===== config.mk =====
export PLATFORM = sky130hd
export DESIGN_NAME = instr_fetch
export DESIGN_NICKNAME = d
export VERILOG_FILES = /design/src/rtl/instr_fetch.sv
export SDC_FILE = /design/constraint.sdc
export NUM_CORES = 1
export LEC_CHECK = 0
export BUFFER_PORTS_ARGS = -buffer_cell sky130_fd_sc_hd__buf_2
export CAP_MARGIN = 20
export CORE_AREA = 5 5 97 99
export DETAILED_ROUTE_END_ITERATION = 8
export DIE_AREA = 0 0 102 104
export HOLD_SLACK_MARGIN = 0.02
export MAX_ROUTING_LAYER = met4
export PLACE_DENSITY = 0.75
export SYNTH_ARGS = -nofsm -noshare
export SYNTH_HDL_FRONTEND = slang
export SYNTH_SLANG_ARGS = --single-unit

===== constraint.sdc =====
create_clock -name clk -period 7.6 [get_ports clk]
set_clock_uncertainty 0.15 [all_clocks]
set_input_delay 0.76 -clock clk [delete_from_list [all_inputs] [get_ports clk]]
set_output_delay 0.76 -clock clk [all_outputs]
set_load 0.005 [all_outputs]

===== src/rtl/instr_fetch.sv =====
// -----------------------------------------------------------------------------
// instr_fetch
//   Instruction fetch front end. Owns the PC and drives a word-addressed
//   instruction ROM that returns data combinationally in the same cycle.
//   Fetched words go into a 2-entry registered queue. The queue is presented
//   to decode over a valid/ready handshake.
//   A redirect from execute flushes the wrong-path words and reloads the PC.
//   If the fetcher pushes a jump to its own address (the idle loop), it parks
//   in HALTED until the next redirect.
//
// Ports
//   clk, rst_n      clock (rising edge) and asynchronous active-low reset
//   fetch_en        level; fetching is allowed while high
//   imem_addr       ROM word address; always equals the PC
//   imem_data       ROM read data, combinational from imem_addr
//   instr_valid     queue head valid
//   instr_ready     decode accepts the head this cycle
//   instr           head instruction word; holds its last value when empty
//   instr_pc        head instruction address; holds its last value when empty
//   redirect_valid  one-cycle pulse: flush the queue and load redirect_pc
//   redirect_pc     new fetch address
//   halted          a self-jump was fetched and fetching has stopped
// -----------------------------------------------------------------------------
module instr_fetch #(
  parameter int                ADDR_W   = 5,
  parameter int                DATA_W   = 32,
  parameter logic [ADDR_W-1:0] RESET_PC = '0
) (
  input  logic              clk,
  input  logic              rst_n,
  input  logic              fetch_en,
  output logic [ADDR_W-1:0] imem_addr,
  input  logic [DATA_W-1:0] imem_data,
  output logic              instr_valid,
  input  logic              instr_ready,
  output logic [DATA_W-1:0] instr,
  output logic [ADDR_W-1:0] instr_pc,
  input  logic              redirect_valid,
  input  logic [ADDR_W-1:0] redirect_pc,
  output logic              halted
);

  typedef enum logic [1:0] {
    S_IDLE,
    S_RUN,
    S_HALTED
  } state_e;

  state_e            state_q;
  logic              halted_q;
  logic [ADDR_W-1:0] pc_q, pc_d;
  logic [1:0]        count_q, count_d;

  // The queue is a two-slot shift register. The head slot drives the outputs
  // directly, so instr/instr_pc keep their last values when the queue empties.
  logic [DATA_W-1:0] head_data_q, head_data_d;
  logic [ADDR_W-1:0] head_pc_q, head_pc_d;
  logic [DATA_W-1:0] tail_data_q, tail_data_d;
  logic [ADDR_W-1:0] tail_pc_q, tail_pc_d;

  logic       pop;
  logic       push;
  logic       self_jump;
  logic [1:0] fill_slot;

  assign imem_addr   = pc_q;
  assign instr_valid = (count_q != 2'd0);
  assign instr       = head_data_q;
  assign instr_pc    = head_pc_q;
  assign halted      = halted_q;

  // A redirect overrides the handshake. A word offered in the same cycle is
  // not consumed because it is flushed anyway.
  assign pop  = instr_valid & instr_ready & ~redirect_valid;
  assign push = (state_q == S_RUN) & ~redirect_valid &
                ((count_q < 2'd2) | (instr_valid & instr_ready));

  // Self-jump: an unconditional J opcode whose target is its own address.
  assign self_jump = (imem_data[DATA_W-1 -: 6] == 6'b000010) &&
                     (imem_data[ADDR_W-1:0] == pc_q);

  // Slot that receives a new word once this cycle's pop has been applied.
  assign fill_slot = count_q - 2'(pop);

  // NOTE: every signal assigned in this block gets a default first, so no
  // path can leave it unassigned and infer a latch.
  always_comb begin
    pc_d        = pc_q;
    count_d     = count_q;
    head_data_d = head_data_q;
    head_pc_d   = head_pc_q;
    tail_data_d = tail_data_q;
    tail_pc_d   = tail_pc_q;

    if (redirect_valid) begin
      pc_d    = redirect_pc;
      count_d = 2'd0;
    end else begin
      if (pop && count_q == 2'd2) begin
        head_data_d = tail_data_q;
        head_pc_d   = tail_pc_q;
      end
      if (push) begin
        if (fill_slot == 2'd0) begin
          head_data_d = imem_data;
          head_pc_d   = pc_q;
        end else begin
          tail_data_d = imem_data;
          tail_pc_d   = pc_q;
        end
        // The PC stays on the self-jump so the parked address is visible.
        if (!self_jump) pc_d = pc_q + 1'b1;
      end
      count_d = count_q - 2'(pop) + 2'(push);
    end
  end

  // NOTE: sequential state uses non-blocking assignments, so every register
  // samples values from before the edge regardless of statement order.
  always_ff @(posedge clk or negedge rst_n) begin
    if (!rst_n) begin
      pc_q        <= RESET_PC;
      count_q     <= 2'd0;
      head_data_q <= '0;
      head_pc_q   <= '0;
      tail_data_q <= '0;
      tail_pc_q   <= '0;
    end else begin
      pc_q        <= pc_d;
      count_q     <= count_d;
      head_data_q <= head_data_d;
      head_pc_q   <= head_pc_d;
      tail_data_q <= tail_data_d;
      tail_pc_q   <= tail_pc_d;
    end
  end

  // Control FSM with a registered halted flag.
  always_ff @(posedge clk or negedge rst_n) begin
    if (!rst_n) begin
      state_q  <= S_IDLE;
      halted_q <= 1'b0;
    end else if (redirect_valid) begin
      state_q  <= fetch_en ? S_RUN : S_IDLE;
      halted_q <= 1'b0;
    end else begin
      case (state_q)
        S_IDLE: begin
          if (fetch_en) state_q <= S_RUN;
        end
        S_RUN: begin
          if (push && self_jump) begin
            state_q  <= S_HALTED;
            halted_q <= 1'b1;
          end else if (!fetch_en) begin
            state_q <= S_IDLE;
          end
        end
        S_HALTED: ;  // only a redirect leaves HALTED
        default: state_q <= S_IDLE;
      endcase
    end
  end

endmodule


* Yosys cells after proc, flatten, opt, wreduce, memory -nomap -nowiden
Index checks and enable logic that the tools add are counted.
** Storage, ports and cells
- Word-level logic and storage cells :: 60
- Memory bits (read-only) :: 0
- Output and inout bits :: 44
- Bits in latches :: 0
- Register bits after elaboration :: 84
- RAM bits :: 0
- Memories :: 0
** Operators by class
- Multipliers :: 0
- Muxes and demuxes :: 19
- Equality and inequality tests :: 9
- Magnitude comparators :: 1
- $add $sub $neg :: 3
- Bitwise logic cells :: 7
- Div/mod/pow operators :: 0
- Reduce and logical (&&, ||, !) cells :: 13
- Shift operators :: 0
** Operators with widths (count)
- $mux 32 :: 3
- $mux 5 :: 6
- $mux 2 :: 5
- $reduce_bool 2->1 :: 4
- $eq 6x2->1 const B :: 1
- $pmux 2 s3 :: 1
- $reduce_and 3->1 :: 2
- $add 5x1->5 const B :: 1
- $eq 5x5->1 :: 1
- $and 1x1->1 :: 4
- $eq 2x2->1 const B :: 2
- $logic_not 2->1 :: 2
- $mux 1 :: 4
- $ne 2x2->1 const B :: 2
- $ne 4x3->1 const B :: 1
- $reduce_and 2->1 :: 2
- $logic_and 1x1->1 :: 3
- $ne 3x3->1 const B :: 1
- $add 2x1->2 :: 1
- $eq 2x1->1 const B :: 1
- $lt 2x2->1 const B :: 1
- $not 1->1 :: 2
- $sub 2x1->2 :: 1
- $or 1x1->1 :: 1

* Depth between registers and ports, before layout
Gate-level depths: netlist (run 1).
- Word-level depth :: 8
- Gate-level depth with buffers :: 10
- Depth with buffers taken out :: 7

* Worst setup path after synthesis (run 1)
No wires, ideal clock.
- Kind :: in2reg
- From :: input redirect_valid
- To :: register tail_data_q[10]
- Setup slack :: 4567 ps
- Stages on the path :: 8
- Path buffers :: 3
- Data arrival time :: 2758 ps
- Path through :: clkbuf_1 clkbuf_1 and3b_1 ha_1 xnor2_1 a21oi_2 buf_4 mux2_2
** On the way
- Word-level cells in the longest chain between the ends :: 6
- Elaborated cells between the ends (all ways) :: 8
- Those cells by class :: add/sub: 1; bitwise: 5; reduce/logical: 2
** Ends and longest elaborated chain
- start, declared :: line 38 : input logic redirect_valid,
- $not 1->1 (no line) *
- $and 1x1->1 :: line 74 : assign pop = instr_valid & instr_ready & ~redirect_valid;
- $sub 2x1->2 :: line 83 : assign fill_slot = count_q - 2'(pop);
- $logic_not 2->1 :: line 104 : if (fill_slot == 2'd0) begin
- $not 1->1 (no line)
- $reduce_and 3->1 (no line) *
- end signal, assigned :: line 133 : tail_data_q <= tail_data_d;
- end, declared :: line 58 : logic [DATA_W-1:0] tail_data_q, tail_data_d;
Every way passes the cells marked *; elsewhere a longest branch is shown, timed or not.
A chain may end at the register's enable or synchronous reset.

* Final worst setup path (run 1)
- From :: register count_q[1]
- To :: register head_data_q[9], in the netlist instr[9]
** On the way
- Word-level cells in the longest chain between the ends :: 7
- Elaborated cells between the ends (all ways) :: 13
- Those cells by class :: add/sub: 1; order compare: 1; eq/ne: 1; mux: 3; bitwise: 4; reduce/logical: 3
** Ends and longest elaborated chain
- start, declared :: line 52 : logic [1:0] count_q, count_d;
- start signal, assigned :: line 130 : count_q <= count_d;
- $reduce_bool 2->1 :: line 67 : assign instr_valid = (count_q != 2'd0);
- $and 1x1->1 :: line 74, 76
- $and 1x1->1 :: line 74
- $sub 2x1->2 or $logic_and 1x1->1 (tied branches) :: line 83, 99
- $logic_not 2->1 or $mux 32 (tied branches) :: line 104, 99
- $mux 32 :: line 104
- $mux 32 * :: line 103 : if (push) begin
- end signal, assigned :: line 131 : head_data_q <= head_data_d;
- end, declared :: line 56 : logic [DATA_W-1:0] head_data_q, head_data_d;
Marks and branches as above.

==> results.md, run 1 <==
- Clock tree from TritonCTS: done
- Tmin final: around 3100 ps
- CP Launch Type: flop
- Slew Limit Headroom: approximately 57%
- Worst-path fanout max: 44
- RD Place Congestion: ~0.74
- Area inside the core boundary: ~8500 um^2
- Fraction of synthesized area in multiplexers: between 20% and 30%
- Worst Setup Slack post-DPL: between 4000 and 5000 ps
- Vias in the first global route: around 2.7k
- Filler cells: 760
- Cell row count: 34
- Worst vdd rail ir drop: about 0.00017 V
- Number of nets in the finished design: about 440
- Leakage: between 0.0015 and 0.002 uW
- Total of endpoints with negative setup slack in the final report: 0
- Post-synthesis simple-gate area fraction: 9.59%
- RSZ-0062 raised after global routing: false
- Smallest hold slack: roughly 140 ps
- Overall via count from detail_route: approximately 2.6k
- Register area: approximately 2100 um^2
- Power share of the clock group: between 10% and 20%
- Max-capacitance violation count: 0
- Clk root buf: sky130_fd_sc_hd__clkbuf_8
- Height of the die: ~100 um
- PortBufs: 85
- Clock slew at reported path FFs: 90 ps
- DRC violations left: 0
- Internal power contribution: slightly above 1000 uW
- Mapped Cells: approximately 310
- Critical path required time: 7660 ps
- Drt wl/cell: roughly 15 um
- Starting utilization of the core area: a little over two fifths
- Clk_lat worst skew: 350 ps
- Share of the cycle needed by the critical path after routing: roughly 40%
- Drt first pass iters: 4
- Total track usage: about 15%
- Net Count, Synth: about 350
- Multi-input gate area: approximately 1500 um^2
- Post-CTS Hold Fix Bufs: 0
- Commonest cells after routing, fill and taps aside: sky130_fd_sc_hd__dfrtp_1, sky130_fd_sc_hd__buf_2, sky130_fd_sc_hd__nor2_1
- Core Util, Final: between 50% and 60%
- Number of DRC markers in iteration 0: slightly below 90
- Estimated wirelength of the detail-placed design: about 5300 um
- Class of the tightest hold or removal check: in2async
- Compound-cell area share of the yosys netlist: approximately 7%
- Kind of critical path: reg2reg
- Synth cell types: 34
- Cells resized by post-CTS repair: 0
- Die width: between 100 and 150 um
- Power spent charging and discharging nets: 475 uW
- Synthesized area per cell: between 10 and 15 um^2
- Switching share of power: roughly a third
- Critical path endpoint category: flop
- Wire length of the first global-routing pass: between 10,000 and 15,000 um
- Number of buffers created by CTS: 9
- Setup Buffers After CTS: 0
- Area Growth Syn to Fin: 19.6%
- Share of the yosys chip area belonging to registers: a little under three fifths
- Slew Limit Fails: 0
- Transition time at the pin with the least slew margin: between 600 and 700 ps
- GR Overflow Total: 0
- Status: finished, final reports clean
- Hold violation total from the final report: 0
- Num ports: 86
- # H-tree levels: 3
- Adder-cell share of the synthesized area: 1.01%
- Count of state elements after synthesis: 84
- Combinational fraction of design power: 30.1%
- TritonCTS sink count: 84
- Die Outline Area: 10,600 um^2
- Share of layout cells above drive strength 1: 37.3%
- Critical path arrival: 3110 ps
- Number of antenna diodes: 0
- Drt via density: 5.08
- Post-DRT Antenna Nets: 0
- Wire length reported by the detailed router: around 7700 um
- Pwr per Cell Area: between 300 and 400 nW/um^2
- Parity-gate share of the synthesized area counting xor and xnor cells: between 1.5 and 2%
- PnR worst setup slack: ~4500 ps
- Maximum number of pins on one net before global-route repair: between 80 and 90
- Total number of yosys warnings: 0
- Maximum root-to-sink buffer count: 2
- Sequential cell fraction of total power: around half
- Highest attainable clock frequency: ~0.33 GHz
- Antenna violations before repair: 0
- Netlist area before placement: approximately 3700 um^2
- Final-layout setup total negative slack: 0 ps
- Dominant combinational cell family by area after synthesis: multiplexers
- Post-layout power: 1500 uW
## critical path: stages, from the launching register on
cell and delay [ps]:
sky130_fd_sc_hd__dfrtp_1 440, sky130_fd_sc_hd__or2_2 320, sky130_fd_sc_hd__and3b_1 180, sky130_fd_sc_hd__ha_1 180
sky130_fd_sc_hd__xnor2_1 390, sky130_fd_sc_hd__nand3_2 550, sky130_fd_sc_hd__buf_4 470, sky130_fd_sc_hd__nor2_1 140
sky130_fd_sc_hd__a21oi_1 60
## worst paths after layout
path	startpoint	endpoint	slack [ps]	depth (start not counted)
max	count_q[1]	instr[9]	4550	8
min	rst_n	instr[23]	140	1
max reg2reg	count_q[1]	instr[9]	4550	8
min reg2reg	state_q[1]	state_q[1]	350	2
max in group asynchronous	rst_n	instr[10]	6560	2
min in group clk	state_q[1]	state_q[1]	350	2
## synthesized netlist by cell type (all sizes together)
cell / number / area [um^2]
ha: 3 / 37.5
buf: 14 / 77.6
nand3: 5 / 25.0
nor4bb: 1 / 10.0
mux2i: 37 / 370
nor2b: 6 / 37.5
xnor2: 4 / 35.0
a21oi: 39 / 199
or3: 2 / 12.5
and3b: 1 / 8.76
nor2: 42 / 158
o21a: 1 / 7.51
nor3: 1 / 5.00
nand4: 2 / 12.5
nand2: 7 / 26.3
mux2: 37 / 417
or2: 1 / 6.26
a221o: 2 / 20.0
o21ai: 3 / 15.0
xor2: 3 / 26.3
nor4: 2 / 27.5
inv: 4 / 15.0
a211o: 1 / 8.76
clkbuf: 3 / 11.3
nand2b: 2 / 12.5
or4b: 1 / 13.8
dfrtp: 84 / 2100
a22o: 1 / 8.76
## layout make-up
cell class | count | share of cell area, %
clock inverters | 7 | 1.16
flip-flops and latches | 84 | 47.4
repair buffers | 89 | 10.8
multi-input cells | 204 | 34.5
inverters | 4 | 0.339
clock buffers | 9 | 2.79
well taps | 108 | 3.05
## power groups by stage
| stage | combinational [uW] | sequential (uW) | clock (uW) |
|---|---|---|---|
| CTS | 463 | 764 | 295 |
| detailed placement | 462 | 771 | 0 |
| global route | 508 | 790 | 316 |
| global placement | 442 | 760 | 0 |
| finish | 451 | 762 | 284 |
| floorplan | 277 | 755 | 0 |
## state kept, by name (all words and copies together) (netlist names)
name	cells
instr	32
tail_data_q	32
imem_addr	5
instr_pc	5
tail_pc_q	5
count_q	2
state_q	2
halted	1
## metrics by stage
| stage | cell area, um^2 | instances |
|---|---|---|
| floorplan | 3710 | 309 |
| global placement | 4230 | 488 |
| detailed placement | 4230 | 488 |
| CTS | 4410 | 504 |
| global route | 4430 | 505 |
| finish | 4430 | 505 |
## logic make-up after synthesis
logic type | Yosys count
and+or+nand+nor | 73
xor gates and xnor gates | 7
DFF | 84
AOI/OAI and AO/OA | 47
muxes | 74
buffers and inverters | 21
adders and majority gates | 3
## routing by layer
| metal | routed length (um) | GRT usage [%] | share of wire [%] | vias to the layer above |
|---|---|---|---|---|
| li1 | - | - | - | 1241 |
| met1 | 3370 | 19.3 | 44 | 1262 |
| met2 | 3880 | 24.7 | 51 | 56 |
| met3 | 347 | 2.55 | 4.5 | 8 |
| met4 | 81 | 5.81 | 1.1 | 0 |
| met5 | 0 | - | 0 | - |
No activity file was read; power rests on OpenSTA's default activity.
==> run 2, diff against run 1 <==
==> config.mk (replaced) <==
export PLATFORM = sky130hd
export DESIGN_NAME = instr_fetch
export DESIGN_NICKNAME = d
export VERILOG_FILES = /design/src/rtl/instr_fetch.sv
export SDC_FILE = /design/constraint.sdc
export NUM_CORES = 1
export LEC_CHECK = 0
export ABC_AREA = 1
export BUFFER_PORTS_ARGS = -buffer_cell sky130_fd_sc_hd__buf_2
export CAP_MARGIN = 20
export CORE_AREA = 5 5 103 105
export DETAILED_ROUTE_END_ITERATION = 8
export DIE_AREA = 0 0 108 110
export HOLD_SLACK_MARGIN = 0.02
export MAX_ROUTING_LAYER = met4
export PLACE_DENSITY = 0.76
export SYNTH_ARGS = -nofsm -noshare
export SYNTH_HDL_FRONTEND = slang
export SYNTH_SLANG_ARGS = --single-unit
==> constraint.sdc (replaced) <==
create_clock -name clk -period 2.6 [get_ports clk]
set_clock_uncertainty 0.15 [all_clocks]
set_input_delay 0.26 -clock clk [delete_from_list [all_inputs] [get_ports clk]]
set_output_delay 0.26 -clock clk [all_outputs]
set_load 0.005 [all_outputs]
==> run 2 against run 1 <==
Effect of this change: global-route usage increased by 1.0 points; critical endpoint is now instr[17]; sequential power grew to 2.9 times the previous value; area after synthesis grew 12%; largest cell class unchanged; non-clock buffer count is 17 higher; highest routed layer unchanged; design area grew 14%.
==> results.md, run 2 <==
- Hold violation total from the final report: 0 (unchanged)
- Vias in the first global route: 3,336 (+23%)
- Maximum root-to-sink buffer count: 2 (unchanged)
- Cell family contributing the most delay on the critical path: simple AND/OR/NAND/NOR gates
- Max-capacitance violation count: 0 (unchanged)
- Antenna violations before repair: 0 (unchanged)
- Total number of yosys warnings: 0 (unchanged)
- Clock slew at reported path FFs: 90 ps (about the same)
- Cell accounting for the most synthesized area: sky130_fd_sc_hd__dfrtp_1
- Power share of the clock group: 23.0% (+4.0 points)
- Mapped Cells: 543 (+76%)
- TritonCTS sink count: 84 (unchanged)
- Proportion of register bits with asynchronous set or reset after synthesis: 100% (unchanged)
- Area Growth Syn to Fin: 22.2%
- Drt via density: 4.63 (-8.8%)
- Area share of the largest cell type after synthesis: 50.6% (-6.1 points)
- DRC violations left: 0 (unchanged)
- Share of layout cells above drive strength 1: 19.2% (-18 points)
- Most common library cell in the layout ignoring fill and taps: sky130_fd_sc_hd__nand2_1
- Post-DRT Antenna Nets: 0 (unchanged)
- Top cells by area in the synthesized netlist: sky130_fd_sc_hd__dfrtp_1, sky130_fd_sc_hd__nand2_1, sky130_fd_sc_hd__inv_1, sky130_fd_sc_hd__o21ai_1, sky130_fd_sc_hd__o21ai_0
- Wire length reported by the detailed router: 9090 um (+18%)
- Cells resized by post-CTS repair: 0 (unchanged)
- Critical path required time: 2680 ps (-4980 ps)
- Pwr per Cell Area: 994 nW/um^2 (+190%)
- Drt first pass iters: 5 (+1)
- Worst Setup Slack post-DPL: 389 ps (-3820 ps)
- Dominant combinational cell family by area after synthesis: simple AND/OR/NAND/NOR gates
- Count of state elements after synthesis: 84 (unchanged)
- Parity-gate share of the synthesized area counting xor and xnor cells: 0.633% (-1.0 points)
- Slew Limit Fails: 0 (unchanged)
- Kind of critical path: reg2reg
- Fraction of synthesized area in multiplexers: 0% (-21 points)
- Cell row count: 36 (+5.9%)
- Number of buffer and inverter instances along the worst setup path: 3 (+2)
- Number of synthesized flops with an enable pin: 0 (unchanged)
- Synthesized area per cell: 7.64 um^2 (-36%)
- Tmin final: 2240 ps (-814 ps)
- Worst vdd rail ir drop: 0.000373 V (+120%)
- Clock tree from TritonCTS: done
- Netlist area before placement: 4150 um^2 (+12%)
- Number of buffers created by CTS: 9 (unchanged)
- PnR worst setup slack: 362 ps (-4190 ps)
- Critical path endpoint category: flop
- Smallest hold slack: 38.1 ps (-102 ps)
- Compound-cell area share of the yosys netlist: 14.2% (+7.2 points)
- Leakage: 0.00277 uW (+43%)
- Most used standard cell by instance count after synthesis: sky130_fd_sc_hd__nand2_1
- Status: finished, final reports clean
- RD Place Congestion: 0.857 (+15%)
- Total of endpoints with negative setup slack in the final report: 0 (unchanged)
- Class of the tightest hold or removal check: in2reg
- Worst-path fanout max: 74 (+68%)
- Final-layout setup total negative slack: 0 ps (unchanged)
- Estimated wirelength of the detail-placed design: 6150 um (+16%)
- Die width: 108 um (+5.9%)
- Combinational fraction of design power: 33.2% (+3.1 points)
- Slew Limit Headroom: 68.2% (+11 points)
- CP most frequent cell: sky130_fd_sc_hd__nand2_1
- RSZ-0062 raised after global routing: false
- Total track usage: 16.4% (+1.0 points)
- Critical path's slowest cell: sky130_fd_sc_hd__dfrtp_1
- Overall via count from detail_route: 3,577 (+39%)
- Sequential cell fraction of total power: 43.8% (-7.1 points)
- Adder-cell share of the synthesized area: 0.904% (-0.11 points)
- PortBufs: 85 (unchanged)
- Synth cell types: 20 (-41%)
- Chain of cells forming the critical path: inv_1 > nand2_1 > nand2_1 > nor2_1 > ha_1 > xnor2_1 > nand2_1 > nor3_4 > buf_12 > nand2_1 > o21ai_1 > inv_1
- Commonest cells in the netlist: sky130_fd_sc_hd__nand2_1, sky130_fd_sc_hd__inv_1, sky130_fd_sc_hd__dfrtp_1
- Number of nets in the finished design: 679 (+55%)
- GR Overflow Total: 0 (unchanged)
- Die Outline Area: 11,900 um^2 (+12%)
- Transition time at the pin with the least slew margin: 477 ps (-172 ps)
- Drt wl/cell: 11.8 um (-23%)
- Slowest cell delay on critical path: 420 ps (-130 ps)
- # H-tree levels: 3 (unchanged)
- Highest attainable clock frequency: 0.447 GHz (+36%)
- Number of DRC markers in iteration 0: 162 (+82%)
- Number of antenna diodes: 0 (unchanged)
- Area inside the core boundary: 9550 um^2 (+13%)
- Height of the die: 110 um (+5.8%)
- Internal power contribution: 3330 uW (+230%)
- CP Launch Type: flop
- Power spent charging and discharging nets: 1700 uW (+260%)
- Clk root buf: sky130_fd_sc_hd__clkbuf_8
- Share of the cycle needed by the critical path after routing: 86.1% (+46 points)
- Critical path arrival: 2320 ps (-790 ps)
- Wire length of the first global-routing pass: 15,100 um (+18%)
- Net Count, Synth: 588 (+66%)
- Clk_lat worst skew: 340 ps (about the same)
- Commonest cells after routing, fill and taps aside: sky130_fd_sc_hd__nand2_1, sky130_fd_sc_hd__inv_1, sky130_fd_sc_hd__dfrtp_1, sky130_fd_sc_hd__buf_2, sky130_fd_sc_hd__o21ai_1
- Most used flip-flop cell after synthesis: sky130_fd_sc_hd__dfrtp_1
- Starting utilization of the core area: 43.5% (-0.32 points)
- Setup Buffers After CTS: 0 (unchanged)
- Switching share of power: 33.8% (+2.1 points)
- Post-CTS Hold Fix Bufs: 16 (+16)
- Post-synthesis simple-gate area fraction: 18.2% (+8.6 points)
- Maximum number of pins on one net before global-route repair: 75 (-12%)
- Num ports: 86 (unchanged)
- Share of the yosys chip area belonging to registers: 50.6% (-6.1 points)
## run 2: cell count changes after synthesis, moves of 6 or more
cell,change
sky130_fd_sc_hd__nand2_1,+152
sky130_fd_sc_hd__inv_1,+102
sky130_fd_sc_hd__o21ai_1,+63
sky130_fd_sc_hd__o21ai_0,+49
sky130_fd_sc_hd__a21oi_1,-37
sky130_fd_sc_hd__mux2i_1,-37
sky130_fd_sc_hd__mux2_2,-36
sky130_fd_sc_hd__nor2_1,-29
sky130_fd_sc_hd__inv_2,+13
sky130_fd_sc_hd__buf_6,+10
sky130_fd_sc_hd__nand3_1,+8
sky130_fd_sc_hd__nor2b_1,-6
## run 2: path summary, 6_finish.rpt
path,start,to,slack [ps],depth (start not counted)
max in group asynchronous,rst_n,instr_pc[2],1430,3
worst max-delay path,count_q[1],instr[17],360,12
worst min-delay path,imem_data[9],tail_data_q[9],40,3
min in group asynchronous,rst_n,tail_data_q[28],250,2
worst max register to register,count_q[1],instr[17],360,12
worst min register to register,tail_data_q[0],tail_data_q[0],340,2
## run 2: cell type report
cell class / instances / area [um^2]
Clock buffer: 12 / 155
Clock inverter: 4 / 95.1
Fill cell: 940 / 4480
Inverter: 119 / 447
Multi-Input combinational cell: 314 / 1420
Sequential cell: 84 / 2100
Tap cell: 133 / 166
Timing Repair Buffer: 106 / 688
## run 2: per-layer routing
metal / GRT usage (%) / vias to the layer above / wire [um]
met5: - / - / 0
met4: 5.59 / 0 / 152
met3: 3.15 / 18 / 516
met2: 25.7 / 93 / 4170
met1: 21.5 / 1634 / 4250
li1: - / 1832 / -
## run 2: worst reg2reg max path, stage by stage (launching register included)
cell and delay (ps):
sky130_fd_sc_hd__dfrtp_1 420, sky130_fd_sc_hd__inv_1 80, sky130_fd_sc_hd__nand2_1 70, sky130_fd_sc_hd__nand2_1 60, sky130_fd_sc_hd__nor2_1 40, sky130_fd_sc_hd__ha_1 190
sky130_fd_sc_hd__xnor2_1 210, sky130_fd_sc_hd__nand2_1 150, sky130_fd_sc_hd__nor3_4 170, sky130_fd_sc_hd__buf_12 310, sky130_fd_sc_hd__nand2_1 120, sky130_fd_sc_hd__o21ai_1 80
sky130_fd_sc_hd__inv_1 50
## run 2: metrics by stage
stage	power, uW	area [um^2]	instances	util (%)
floorplan	3300	4150	543	-
finish	5040	5070	772	53.1
global placement	3820	4660	740	48.8
CTS	5100	5070	772	53.1
global route	5480	5070	772	53.1
detailed placement	3910	4660	740	48.8
## run 2: kinds of logic after synthesis
logic type | Yosys count
simple gates | 191
xor+xnor | 3
compound gates | 117
fa+ha+maj | 3
buf+inv | 145
flops | 84
## run 2: power by group through the flow
stage	sequential (uW)	combinational (uW)	clock (uW)
floorplan	2200	1090	0
global placement	2210	1620	0
detailed placement	2230	1680	0
CTS	2210	1700	1180
global route	2290	1950	1240
finish	2210	1670	1160
